<file path="config.mk">
export PLATFORM = sky130hd
export DESIGN_NAME = mc_control_fsm_flat
export DESIGN_NICKNAME = d
export VERILOG_FILES = /design/src/rtl/mc_control_if.sv /design/src/rtl/mc_control_fsm.sv /design/src/flat_wrapper.sv
export SDC_FILE = /design/constraint.sdc
export NUM_CORES = 1
export LEC_CHECK = 0
export CORE_ASPECT_RATIO = 0.75
export CORE_MARGIN = 2
export CORE_UTILIZATION = 51
export DETAILED_ROUTE_END_ITERATION = 7
export PLACE_DENSITY = 0.86
export RECOVER_POWER = 25
export SYNTH_ARGS = -nofsm -noshare
export SYNTH_HDL_FRONTEND = slang
export SYNTH_SLANG_ARGS = --single-unit
export TNS_END_PERCENT = 5
</file>
<file path="constraint.sdc">
create_clock -name clk -period 8.8 [get_ports clk]
set_clock_uncertainty 0.15 [all_clocks]
set_input_delay 1.76 -clock clk [delete_from_list [all_inputs] [get_ports clk]]
set_output_delay 1.76 -clock clk [all_outputs]
set_load 0.02 [all_outputs]
</file>
<file path="src/rtl/mc_control_if.sv">
// Control bus between the multicycle MIPS control FSM (master) and the datapath (slave).
// The master reads the opcode and memory handshake and drives every enable and mux select.
interface mc_control_if #(
    parameter int CNT_W = 32
);
    logic [5:0]       op;
    logic             mem_ready;
    logic             IorD;
    logic             IRwrite;
    logic             memwrite;
    logic             memtoreg;
    logic             pcwrite;
    logic             regwrite;
    logic             regdst;
    logic             alusrcA;
    logic             branch;
    logic             branch_ne;
    logic [1:0]       alusrcB;
    logic [1:0]       pcsrc;
    logic [2:0]       aluop;
    logic             illegal;
    logic             retire;
    logic [CNT_W-1:0] instret;
    logic [3:0]       state;

    modport master (
        input  op, mem_ready,
        output IorD, IRwrite, memwrite, memtoreg, pcwrite, regwrite, regdst, alusrcA,
               branch, branch_ne, alusrcB, pcsrc, aluop, illegal, retire, instret, state
    );

    modport slave (
        output op, mem_ready,
        input  IorD, IRwrite, memwrite, memtoreg, pcwrite, regwrite, regdst, alusrcA,
               branch, branch_ne, alusrcB, pcsrc, aluop, illegal, retire, instret, state
    );
endinterface

</file>
<file path="src/rtl/mc_control_fsm.sv">
// Multicycle MIPS control unit: Moore FSM with memory wait states, optional BNE and
// immediate-logic opcodes, illegal-opcode trap and a retired-instruction counter.
//
// state  | meaning
// FETCH  | read instruction, PC += 4 (waits for memory)
// DECODE | register read, branch target into ALUOut
// MEMADR | compute load/store address
// MEMRD  | load data read (waits for memory)
// MEMWB  | load data to register file
// MEMWR  | store data write (waits for memory)
// REXEC  | R-type ALU operation
// ALUWB  | R-type result to rd
// BEQ    | branch if equal
// BNE    | branch if not equal
// IEXEC  | immediate ALU operation
// IWB    | immediate result to rt
// JUMP   | jump target to PC
// TRAP   | illegal opcode, frozen until reset
module mc_control_fsm #(
    parameter bit WAIT_MEM         = 1'b1,
    parameter bit ENABLE_BNE       = 1'b1,
    parameter bit ENABLE_IMM_LOGIC = 1'b1,
    parameter int CNT_W            = 32
) (
    input logic          clk,
    input logic          reset,
    mc_control_if.master bus
);
    localparam logic [3:0] S_FETCH  = 4'b0000;
    localparam logic [3:0] S_DECODE = 4'b0001;
    localparam logic [3:0] S_MEMADR = 4'b0010;
    localparam logic [3:0] S_MEMRD  = 4'b0011;
    localparam logic [3:0] S_MEMWB  = 4'b0100;
    localparam logic [3:0] S_MEMWR  = 4'b0101;
    localparam logic [3:0] S_REXEC  = 4'b0110;
    localparam logic [3:0] S_ALUWB  = 4'b0111;
    localparam logic [3:0] S_BEQ    = 4'b1000;
    localparam logic [3:0] S_IEXEC  = 4'b1001;
    localparam logic [3:0] S_IWB    = 4'b1010;
    localparam logic [3:0] S_JUMP   = 4'b1011;
    localparam logic [3:0] S_BNE    = 4'b1100;
    localparam logic [3:0] S_TRAP   = 4'b1101;

    localparam logic [5:0] OP_R    = 6'b000000;
    localparam logic [5:0] OP_LW   = 6'b100011;
    localparam logic [5:0] OP_SW   = 6'b101011;
    localparam logic [5:0] OP_BEQ  = 6'b000100;
    localparam logic [5:0] OP_BNE  = 6'b000101;
    localparam logic [5:0] OP_ADDI = 6'b001000;
    localparam logic [5:0] OP_ANDI = 6'b001100;
    localparam logic [5:0] OP_ORI  = 6'b001101;
    localparam logic [5:0] OP_SLTI = 6'b001010;
    localparam logic [5:0] OP_J    = 6'b000010;

    logic [3:0]       state_q, state_d;
    logic [CNT_W-1:0] instret_q, instret_d;
    logic [3:0]       dec_state;
    logic             ready;
    logic             retire;

    assign ready = WAIT_MEM ? bus.mem_ready : 1'b1;

    always_comb begin
        state_d = state_q;
        case (state_q)
            S_FETCH:  if (ready) state_d = S_DECODE;
            S_DECODE: begin
                case (bus.op)
                    OP_R:                      state_d = S_REXEC;
                    OP_LW, OP_SW:              state_d = S_MEMADR;
                    OP_BEQ:                    state_d = S_BEQ;
                    OP_BNE:                    state_d = ENABLE_BNE ? S_BNE : S_TRAP;
                    OP_ADDI:                   state_d = S_IEXEC;
                    OP_ANDI, OP_ORI, OP_SLTI:  state_d = ENABLE_IMM_LOGIC ? S_IEXEC : S_TRAP;
                    OP_J:                      state_d = S_JUMP;
                    default:                   state_d = S_TRAP;
                endcase
            end
            S_MEMADR: state_d = (bus.op == OP_SW) ? S_MEMWR : S_MEMRD;
            S_MEMRD:  if (ready) state_d = S_MEMWB;
            S_MEMWB:  state_d = S_FETCH;
            S_MEMWR:  if (ready) state_d = S_FETCH;
            S_REXEC:  state_d = S_ALUWB;
            S_ALUWB:  state_d = S_FETCH;
            S_BEQ:    state_d = S_FETCH;
            S_BNE:    state_d = S_FETCH;
            S_IEXEC:  state_d = S_IWB;
            S_IWB:    state_d = S_FETCH;
            S_JUMP:   state_d = S_FETCH;
            S_TRAP:   state_d = S_TRAP;
            default:  state_d = S_FETCH;
        endcase
        if (!reset) state_d = S_FETCH;
    end

    // While reset is held the outputs show the FETCH decode with all write enables off.
    assign dec_state = reset ? state_q : S_FETCH;

    always_comb begin
        bus.IorD      = 1'b0;
        bus.IRwrite   = 1'b0;
        bus.memwrite  = 1'b0;
        bus.memtoreg  = 1'b0;
        bus.pcwrite   = 1'b0;
        bus.regwrite  = 1'b0;
        bus.regdst    = 1'b0;
        bus.alusrcA   = 1'b0;
        bus.branch    = 1'b0;
        bus.branch_ne = 1'b0;
        bus.alusrcB   = 2'b00;
        bus.pcsrc     = 2'b00;
        bus.aluop     = 3'b000;
        bus.illegal   = 1'b0;
        retire        = 1'b0;
        case (dec_state)
            S_FETCH: begin
                bus.alusrcB = 2'b01;
                bus.IRwrite = ready;
                bus.pcwrite = ready;
            end
            S_DECODE: bus.alusrcB = 2'b11;
            S_MEMADR: begin
                bus.alusrcA = 1'b1;
                bus.alusrcB = 2'b10;
            end
            S_MEMRD: bus.IorD = 1'b1;
            S_MEMWB: begin
                bus.memtoreg = 1'b1;
                bus.regwrite = 1'b1;
                retire       = 1'b1;
            end
            S_MEMWR: begin
                bus.IorD     = 1'b1;
                bus.memwrite = 1'b1;
                retire       = ready;
            end
            S_REXEC: begin
                bus.alusrcA = 1'b1;
                bus.aluop   = 3'b010;
            end
            S_ALUWB: begin
                bus.regdst   = 1'b1;
                bus.regwrite = 1'b1;
                retire       = 1'b1;
            end
            S_BEQ, S_BNE: begin
                bus.alusrcA   = 1'b1;
                bus.aluop     = 3'b001;
                bus.pcsrc     = 2'b01;
                bus.branch    = (dec_state == S_BEQ);
                bus.branch_ne = (dec_state == S_BNE);
                retire        = 1'b1;
            end
            S_IEXEC: begin
                bus.alusrcA = 1'b1;
                bus.alusrcB = 2'b10;
                case (bus.op)
                    OP_ANDI: bus.aluop = 3'b011;
                    OP_ORI:  bus.aluop = 3'b100;
                    OP_SLTI: bus.aluop = 3'b101;
                    default: bus.aluop = 3'b000;
                endcase
            end
            S_IWB: begin
                bus.regwrite = 1'b1;
                retire       = 1'b1;
            end
            S_JUMP: begin
                bus.pcsrc   = 2'b10;
                bus.pcwrite = 1'b1;
                retire      = 1'b1;
            end
            S_TRAP:  bus.illegal = 1'b1;
            default: ;
        endcase
        if (!reset) begin
            bus.IRwrite  = 1'b0;
            bus.pcwrite  = 1'b0;
            bus.memwrite = 1'b0;
            bus.regwrite = 1'b0;
            retire       = 1'b0;
        end
    end

    always_comb begin
        instret_d = instret_q + {{(CNT_W-1){1'b0}}, retire};
        if (!reset) instret_d = '0;
    end

    always_ff @(posedge clk) begin
        state_q   <= state_d;
        instret_q <= instret_d;
    end

    assign bus.retire  = retire;
    assign bus.instret = instret_q;
    assign bus.state   = state_q;
endmodule

</file>
<file path="src/flat_wrapper.sv">
// flat-port wrapper written by rule: the top's interface ports become plain ports
module mc_control_fsm_flat 
#(
    parameter bit WAIT_MEM         = 1'b1,
    parameter bit ENABLE_BNE       = 1'b1,
    parameter bit ENABLE_IMM_LOGIC = 1'b1,
    parameter int CNT_W            = 32
)
  (clk, reset, bus_op, bus_mem_ready, bus_IorD, bus_IRwrite, bus_memwrite, bus_memtoreg, bus_pcwrite, bus_regwrite, bus_regdst, bus_alusrcA, bus_branch, bus_branch_ne, bus_alusrcB, bus_pcsrc, bus_aluop, bus_illegal, bus_retire, bus_instret, bus_state);
  mc_control_if #(.CNT_W(CNT_W)) bus_i ();
  input logic clk;
  input logic reset;
  input wire logic [$bits(bus_i.op)-1:0] bus_op;
  input wire logic [$bits(bus_i.mem_ready)-1:0] bus_mem_ready;
  output wire logic [$bits(bus_i.IorD)-1:0] bus_IorD;
  output wire logic [$bits(bus_i.IRwrite)-1:0] bus_IRwrite;
  output wire logic [$bits(bus_i.memwrite)-1:0] bus_memwrite;
  output wire logic [$bits(bus_i.memtoreg)-1:0] bus_memtoreg;
  output wire logic [$bits(bus_i.pcwrite)-1:0] bus_pcwrite;
  output wire logic [$bits(bus_i.regwrite)-1:0] bus_regwrite;
  output wire logic [$bits(bus_i.regdst)-1:0] bus_regdst;
  output wire logic [$bits(bus_i.alusrcA)-1:0] bus_alusrcA;
  output wire logic [$bits(bus_i.branch)-1:0] bus_branch;
  output wire logic [$bits(bus_i.branch_ne)-1:0] bus_branch_ne;
  output wire logic [$bits(bus_i.alusrcB)-1:0] bus_alusrcB;
  output wire logic [$bits(bus_i.pcsrc)-1:0] bus_pcsrc;
  output wire logic [$bits(bus_i.aluop)-1:0] bus_aluop;
  output wire logic [$bits(bus_i.illegal)-1:0] bus_illegal;
  output wire logic [$bits(bus_i.retire)-1:0] bus_retire;
  output wire logic [$bits(bus_i.instret)-1:0] bus_instret;
  output wire logic [$bits(bus_i.state)-1:0] bus_state;
  assign bus_i.op = bus_op;
  assign bus_i.mem_ready = bus_mem_ready;
  assign bus_IorD = bus_i.IorD;
  assign bus_IRwrite = bus_i.IRwrite;
  assign bus_memwrite = bus_i.memwrite;
  assign bus_memtoreg = bus_i.memtoreg;
  assign bus_pcwrite = bus_i.pcwrite;
  assign bus_regwrite = bus_i.regwrite;
  assign bus_regdst = bus_i.regdst;
  assign bus_alusrcA = bus_i.alusrcA;
  assign bus_branch = bus_i.branch;
  assign bus_branch_ne = bus_i.branch_ne;
  assign bus_alusrcB = bus_i.alusrcB;
  assign bus_pcsrc = bus_i.pcsrc;
  assign bus_aluop = bus_i.aluop;
  assign bus_illegal = bus_i.illegal;
  assign bus_retire = bus_i.retire;
  assign bus_instret = bus_i.instret;
  assign bus_state = bus_i.state;
  mc_control_fsm #(.WAIT_MEM(WAIT_MEM), .ENABLE_BNE(ENABLE_BNE), .ENABLE_IMM_LOGIC(ENABLE_IMM_LOGIC), .CNT_W(CNT_W)) u_core (.clk(clk), .reset(reset), .bus(bus_i));
endmodule
</file>
==> results of run 1 <==
-- state kept, by name, summed over array words and instances (netlist names) --
| register | cells |
|---|---|
| u_core.bus.state | 4 |
| u_core.bus.instret | 32 |
-- per-stage QoR --
| step | hold slack, ns | power [W] | setup WS (ns) |
|---|---|---|---|
| 3_5_place_dp | 0.323 | 0.000249 | 2.36 |
| 4_1_cts | 0.335 | 0.000358 | 2.35 |
| 6_report | 0.326 | 0.000355 | 2.26 |
| 5_1_grt | 0.357 | 0.000370 | 2.07 |
| 2_1_floorplan | 0.401 | 0.000222 | 3.88 |
| 3_3_place_gp | 0.315 | 0.000248 | 2.43 |
-- final cells by class --
cell class | count | area (sq um) | area share [%]
Timing Repair Buffer | 63 | 631 | 22.2
Inverter | 8 | 30.0 | 1.06
Clock inverter | 1 | 5.00 | 0.176
Tap cell | 55 | 68.8 | 2.43
Clock buffer | 6 | 72.6 | 2.56
Sequential cell | 36 | 721 | 25.4
Multi-Input combinational cell | 210 | 1310 | 46.2
-- synthesized netlist by cell type (3+ instances only) --
master,number,area (sq um)
nor3_1,5,25.0
nand2b_1,11,68.8
o41ai_1,5,43.8
and4_1,4,35.0
or4_1,9,67.6
and3_1,5,31.3
dfxtp_1,36,721
a31oi_1,5,31.3
or3_1,5,31.3
xor2_1,11,96.3
nand4_1,9,56.3
nand3_1,16,80.1
nor2_1,26,97.6
inv_1,8,30.0
xnor2_1,4,35.0
nor2b_1,4,25.0
o311ai_0,5,43.8
o31ai_1,10,75.1
or2_2,3,18.8
nand2_1,13,48.8
and2_1,6,37.5
o21ai_0,11,55.1
clkbuf_1,16,60.1
a21oi_1,19,95.1
-- power groups by stage --
| stage | registers (W) | logic (W) | clock network [W] |
|---|---|---|---|
| finish | 0.000177 | 0.0000684 | 0.000110 |
| global route | 0.000178 | 0.0000743 | 0.000117 |
| detailed placement | 0.000181 | 0.0000685 | 0 |
| floorplan | 0.000176 | 0.0000460 | 0 |
| CTS | 0.000177 | 0.0000689 | 0.000112 |
| global placement | 0.000180 | 0.0000680 | 0 |
-- critical path: cells and delay by family --
family	cells	cell delay, ns
buffers and inverters	3	2.13
AND/OR/NAND/NOR	2	0.72
-- routing by layer --
metal | part of all wire, % | up-vias | track usage [%]
met3 | 5.4 | 6 | 6.34
met4 | 1.3 | 0 | 8.87
met2 | 46 | 69 | 38.0
met5 | 0 | - | 0
met1 | 48 | 1035 | 29.3
li1 | - | 1111 | -
-- worst max path at each step --
stage / start / to / slack (ns) / cells past startpoint
CTS: reset / bus_pcwrite / 2.35 / 5
global placement: reset / bus_pcwrite / 2.43 / 5
finish: reset / bus_pcwrite / 2.26 / 5
detailed placement: reset / bus_pcwrite / 2.36 / 5
global route: reset / bus_pcwrite / 2.07 / 5
floorplan: reset / bus_aluop[0] / 3.88 / 5
-- cell families (layout without fill, tap and decap cells) --
kind of cell	after synthesis	count (layout)	share of synthesized area, %
simple gates	128	128	33.9
compound gates	65	65	19.9
flops	36	36	33.6
buf+inv	28	78	5.31
xor+xnor	15	15	6.13
fa+ha+maj	2	2	1.17
==> flow_metrics.env, run 1 <==
export IMPL_outcome="finished clean"
export IMPL_p_int_w=0.000251
export IMPL_critPathKind="in -> out"
export IMPL_slew_viol_final=0
export IMPL_fmax_ghz=0.153
export IMPL_worstMarginPinSlew_ns=0.928
export IMPL_ir_drop_mv=0.0748
export IMPL_crit_path_max_incr_delay_ns=0.94
export IMPL_ys_warn_count=0
export IMPL_drv_cap=0
export IMPL_core_region_area_sq_um=4050
export IMPL_netlist_area_sq_um=2140
export IMPL_path_clk_slew_ns=0.07
export IMPL_hold_buffers=0
export IMPL_crit_required_ns=6.89
export IMPL_cp_max_fo=30
export IMPL_hold_path_class="reg -> reg"
export IMPL_grt_first_pass_wirelength_um=8680
export IMPL_layout_common_cells="clkdlybuf4s50_1 (41), dfxtp_1 (36), nor2_1 (26), dlygate4sd3_1 (22), a21oi_1 (19)"
export IMPL_fin_setup_tns_ns=0
export IMPL_pin_count=64
export IMPL_power_density_nw_per_um2=125
export IMPL_worstPathCellList="dlygate4sd3_1 > inv_1 > nor4_1 > or2_2 > clkdlybuf4s50_1"
export IMPL_n_antenna_cell=0
export IMPL_synth_edff_count=0
export IMPL_final_layout_size_suffix_gt1_share_pct=5.25
export IMPL_h_tree_depth=2
export IMPL_grt_pass1_vias=1939
export IMPL_start_util_pct=52.9
export IMPL_synth_ff_type="dfxtp_1"
export IMPL_dieArea_sq_um=4750
export IMPL_ant_nets=0
export IMPL_cts_root_buf="clkbuf_8"
export IMPL_reg2reg_to="u_core.bus.instret[24]"
export IMPL_setup_viol=0
export IMPL_cp_arrival_ns=4.63
export IMPL_reg2reg_depth=9
export IMPL_synthesis_nets=285
export IMPL_hp_start="u_core.bus.instret[31]"
export IMPL_cts_buffer_depth=2
export IMPL_layout_commonest_cell="clkdlybuf4s50_1"
export IMPL_wl_per_cell_um=13.6
export IMPL_rows=20
export IMPL_seqPwrFrac_pct=49.8
export IMPL_hold_viol_final=0
export IMPL_gr_total_overflow=0
export IMPL_clk_latency_ns=0.29
export IMPL_cp_slowest_cell="dlygate4sd3_1"
export IMPL_async_flop_share_pct=0
export IMPL_period_needed_ns=6.54
export IMPL_pwr_share_comb_pct=19.3
export IMPL_swShare_pct=29.3
export IMPL_fin_area_sq_um=2840
export IMPL_clock_power_share_pct=30.9
export IMPL_rrSetupSlack_ns=5.11
export IMPL_r2r_start="u_core.bus.state[1]"
export IMPL_drt_iter0_markers=83
export IMPL_place_congestion=0.853
export IMPL_fin_crit_sh_pct=74.3
export IMPL_first_pass_iters=4
export IMPL_postSynthCellCount=274
export IMPL_stdcell_count=379
export IMPL_cts_num_sinks=36
export IMPL_antenna_found_initial=0
export IMPL_area_growth_pct=32.3
export IMPL_numPortBuffers=63
export IMPL_cts_tree="yes"
export IMPL_hpwl_um=3590
export IMPL_cp_start_kind="input pin"
export IMPL_ys_ff_latch=36
export IMPL_drc=0
export IMPL_ys_seq_area_share_pct=33.6
export IMPL_drt_vias_per_instance=5.86
export IMPL_cts_setup_buffers=0
export IMPL_rsz0062_at_grt="no"
export IMPL_grt_util_all_layers_pct=23.1
export IMPL_num_vias=2221
export IMPL_fp_dieW_um=78.9
export IMPL_post_cts_resized=0
export IMPL_end_kind="primary output"
export IMPL_die_height_um=60.2
export IMPL_final_core_util_pct=70.0
export IMPL_dpl_cell_count=372
export IMPL_dpl_cell_area_sq_um=2760
export IMPL_grt_start_max_net_pins=31
export IMPL_numCtsBuffers=5
export IMPL_nets=335
export IMPL_min_to="u_core.bus.instret[31]"
export IMPL_slew_headroom_pct=38.1
export IMPL_hold_depth=2
export IMPL_p_leak_nw=1.02
export IMPL_synth_cell_types=46
export IMPL_wl_um=5160
export IMPL_p_switching_w=0.000104
export IMPL_nFillCells=334
export IMPL_syn_area_per_cell_sq_um=7.83
(Power assumes the default switching activity.)
==> inputs of run 2 (changes only) <==
CORE_UTILIZATION = 43   (was 51)
PLACE_DENSITY = 0.77   (was 0.86)
clock period = 5.47 ns   (was 8.8 ns; I/O delays follow)
==> flow_metrics.env, run 2 (same netlist as run 1, synthesis figures left out) <==
export IMPL_grt_util_all_layers_pct=20.8
export IMPL_place_congestion=0.803
export IMPL_grt_pass1_vias=2014
export IMPL_cts_tree="yes"
export IMPL_nets=337
export IMPL_largest_register_ffs=32
export IMPL_reg2reg_depth=9
export IMPL_r2r_start="u_core.bus.state[1]"
export IMPL_outcome="finished clean"
export IMPL_hold_path_class="reg -> reg"
export IMPL_end_kind="primary output"
export IMPL_fp_dieW_um=85.5
export IMPL_cts_buffer_depth=2
export IMPL_fin_crit_sh_pct=81.5
export IMPL_fin_setup_tns_ns=0
export IMPL_setup_viol=0
export IMPL_hold_viol_final=0
export IMPL_wl_um=5560
export IMPL_first_pass_iters=5
export IMPL_crit_required_ns=4.23
export IMPL_cts_root_buf="clkbuf_8"
export IMPL_ir_drop_mv=0.154
export IMPL_drv_cap=0
export IMPL_cts_num_sinks=36
export IMPL_cp_max_fo=21
export IMPL_p_leak_nw=1.04
export IMPL_antenna_found_initial=0
export IMPL_hold_depth=2
export IMPL_numPortBuffers=63
export IMPL_path_clk_slew_ns=0.07
export IMPL_pin_count=64
export IMPL_area_growth_pct=33.9
export IMPL_clk_latency_ns=0.29
export IMPL_cp_start_kind="input pin"
export IMPL_fmax_ghz=0.224
export IMPL_num_vias=2209
export IMPL_grt_start_max_net_pins=30
export IMPL_wl_per_cell_um=14.4
export IMPL_post_cts_resized=0
export IMPL_h_tree_depth=2
export IMPL_cp_arrival_ns=3.21
export IMPL_grt_first_pass_wirelength_um=9470
export IMPL_critPathKind="in -> out"
export IMPL_die_height_um=65.2
export IMPL_cts_setup_buffers=0
export IMPL_rsz0062_at_grt="no"
export IMPL_drt_iter0_markers=164
export IMPL_rows=22
export IMPL_core_region_area_sq_um=4840
export IMPL_hpwl_um=3920
export IMPL_hold_buffers=0
export IMPL_min_to="u_core.bus.instret[31]"
export IMPL_ant_nets=0
export IMPL_power_density_nw_per_um2=207
export IMPL_layout_common_cells="clkdlybuf4s50_1 (41), dfxtp_1 (36), nor2_1 (26), dlygate4sd3_1 (22), a21oi_1 (19)"
export IMPL_dieArea_sq_um=5570
export IMPL_rrSetupSlack_ns=1.76
export IMPL_finalPower_w=0.000595
export IMPL_n_antenna_cell=0
export IMPL_slew_headroom_pct=46.9
export IMPL_drt_vias_per_instance=5.71
export IMPL_worstMarginPinSlew_ns=0.795
export IMPL_drc=0
export IMPL_period_needed_ns=4.46
export IMPL_layout_commonest_cell="clkdlybuf4s50_1"
export IMPL_final_layout_size_suffix_gt1_share_pct=5.81
export IMPL_gr_total_overflow=0
export IMPL_slew_viol_final=0
export IMPL_start_util_pct=44.3
export IMPL_numCtsBuffers=5
export IMPL_reg2reg_to="u_core.bus.instret[28]"
export IMPL_hp_start="u_core.bus.instret[31]"
## run 2: cell types whose count changed in the layout (fill, tap and decap cells not counted), sizes merged
cell / delta
clkbuf: +2
buf: +2
clkinv: -1
## run 2: critical path, cell delays in order
cell and delay [ns]:
clkdlybuf4s50_1 0.46, buf_4 0.22, nand2_1 0.17, nor2_1 0.16, nand4_1 0.17, o32ai_1 0.30, clkdlybuf4s50_1 0.65
## run 2: how the worst max path moves through the flow
stage / to / from / slack (ns)
finish: bus_aluop[0] / reset / 1.01
global route: bus_aluop[0] / reset / 0.88
CTS: bus_aluop[1] / reset / 1.01
detailed placement: u_core.bus.instret[28] / reset / 0.97
global placement: u_core.bus.instret[28] / reset / 1.11
floorplan: u_core.bus.instret[18] / reset / 1.60
## run 2: metal layers
layer / vias to the layer above / track usage (%) / share of wire [%]
met5: - / 0 / 0
met4: 0 / 7.34 / 1.2
met3: 6 / 3.89 / 4.0
met2: 57 / 30.1 / 42
met1: 1026 / 30.8 / 53
li1: 1120 / - / -
## run 2: cell type report
cell class                      instances  area, sq um
Inverter                                8         30.0
Sequential cell                        36          721
Timing Repair Buffer                   65          646
Tap cell                               60         75.1
Multi-Input combinational cell        210         1310
Fill cell                             449         1970
Clock buffer                            8         90.1
## run 2: where the power goes
| part | internal, W | total (W) | switching (W) |
|---|---|---|---|
| registers | 0.000267 | 0.000286 | 0.0000188 |
| logic | 0.0000517 | 0.000114 | 0.0000624 |
| clock network | 0.000103 | 0.000195 | 0.0000918 |
| total | 0.000421 | 0.000595 | 0.000173 |
## run 2: metrics by stage
stage / worst slack [ns] / utilization [%] / hold WS [ns] / cell area, sq um / instances
floorplan: 1.60 / - / 0.401 / 2140 / 274
CTS: 1.01 / 59.3 / 0.335 / 2870 / 387
global placement: 1.11 / 57.4 / 0.312 / 2780 / 379
finish: 1.01 / 59.3 / 0.333 / 2870 / 387
global route: 0.881 / 59.3 / 0.354 / 2870 / 387
detailed placement: 0.970 / 57.4 / 0.326 / 2780 / 379
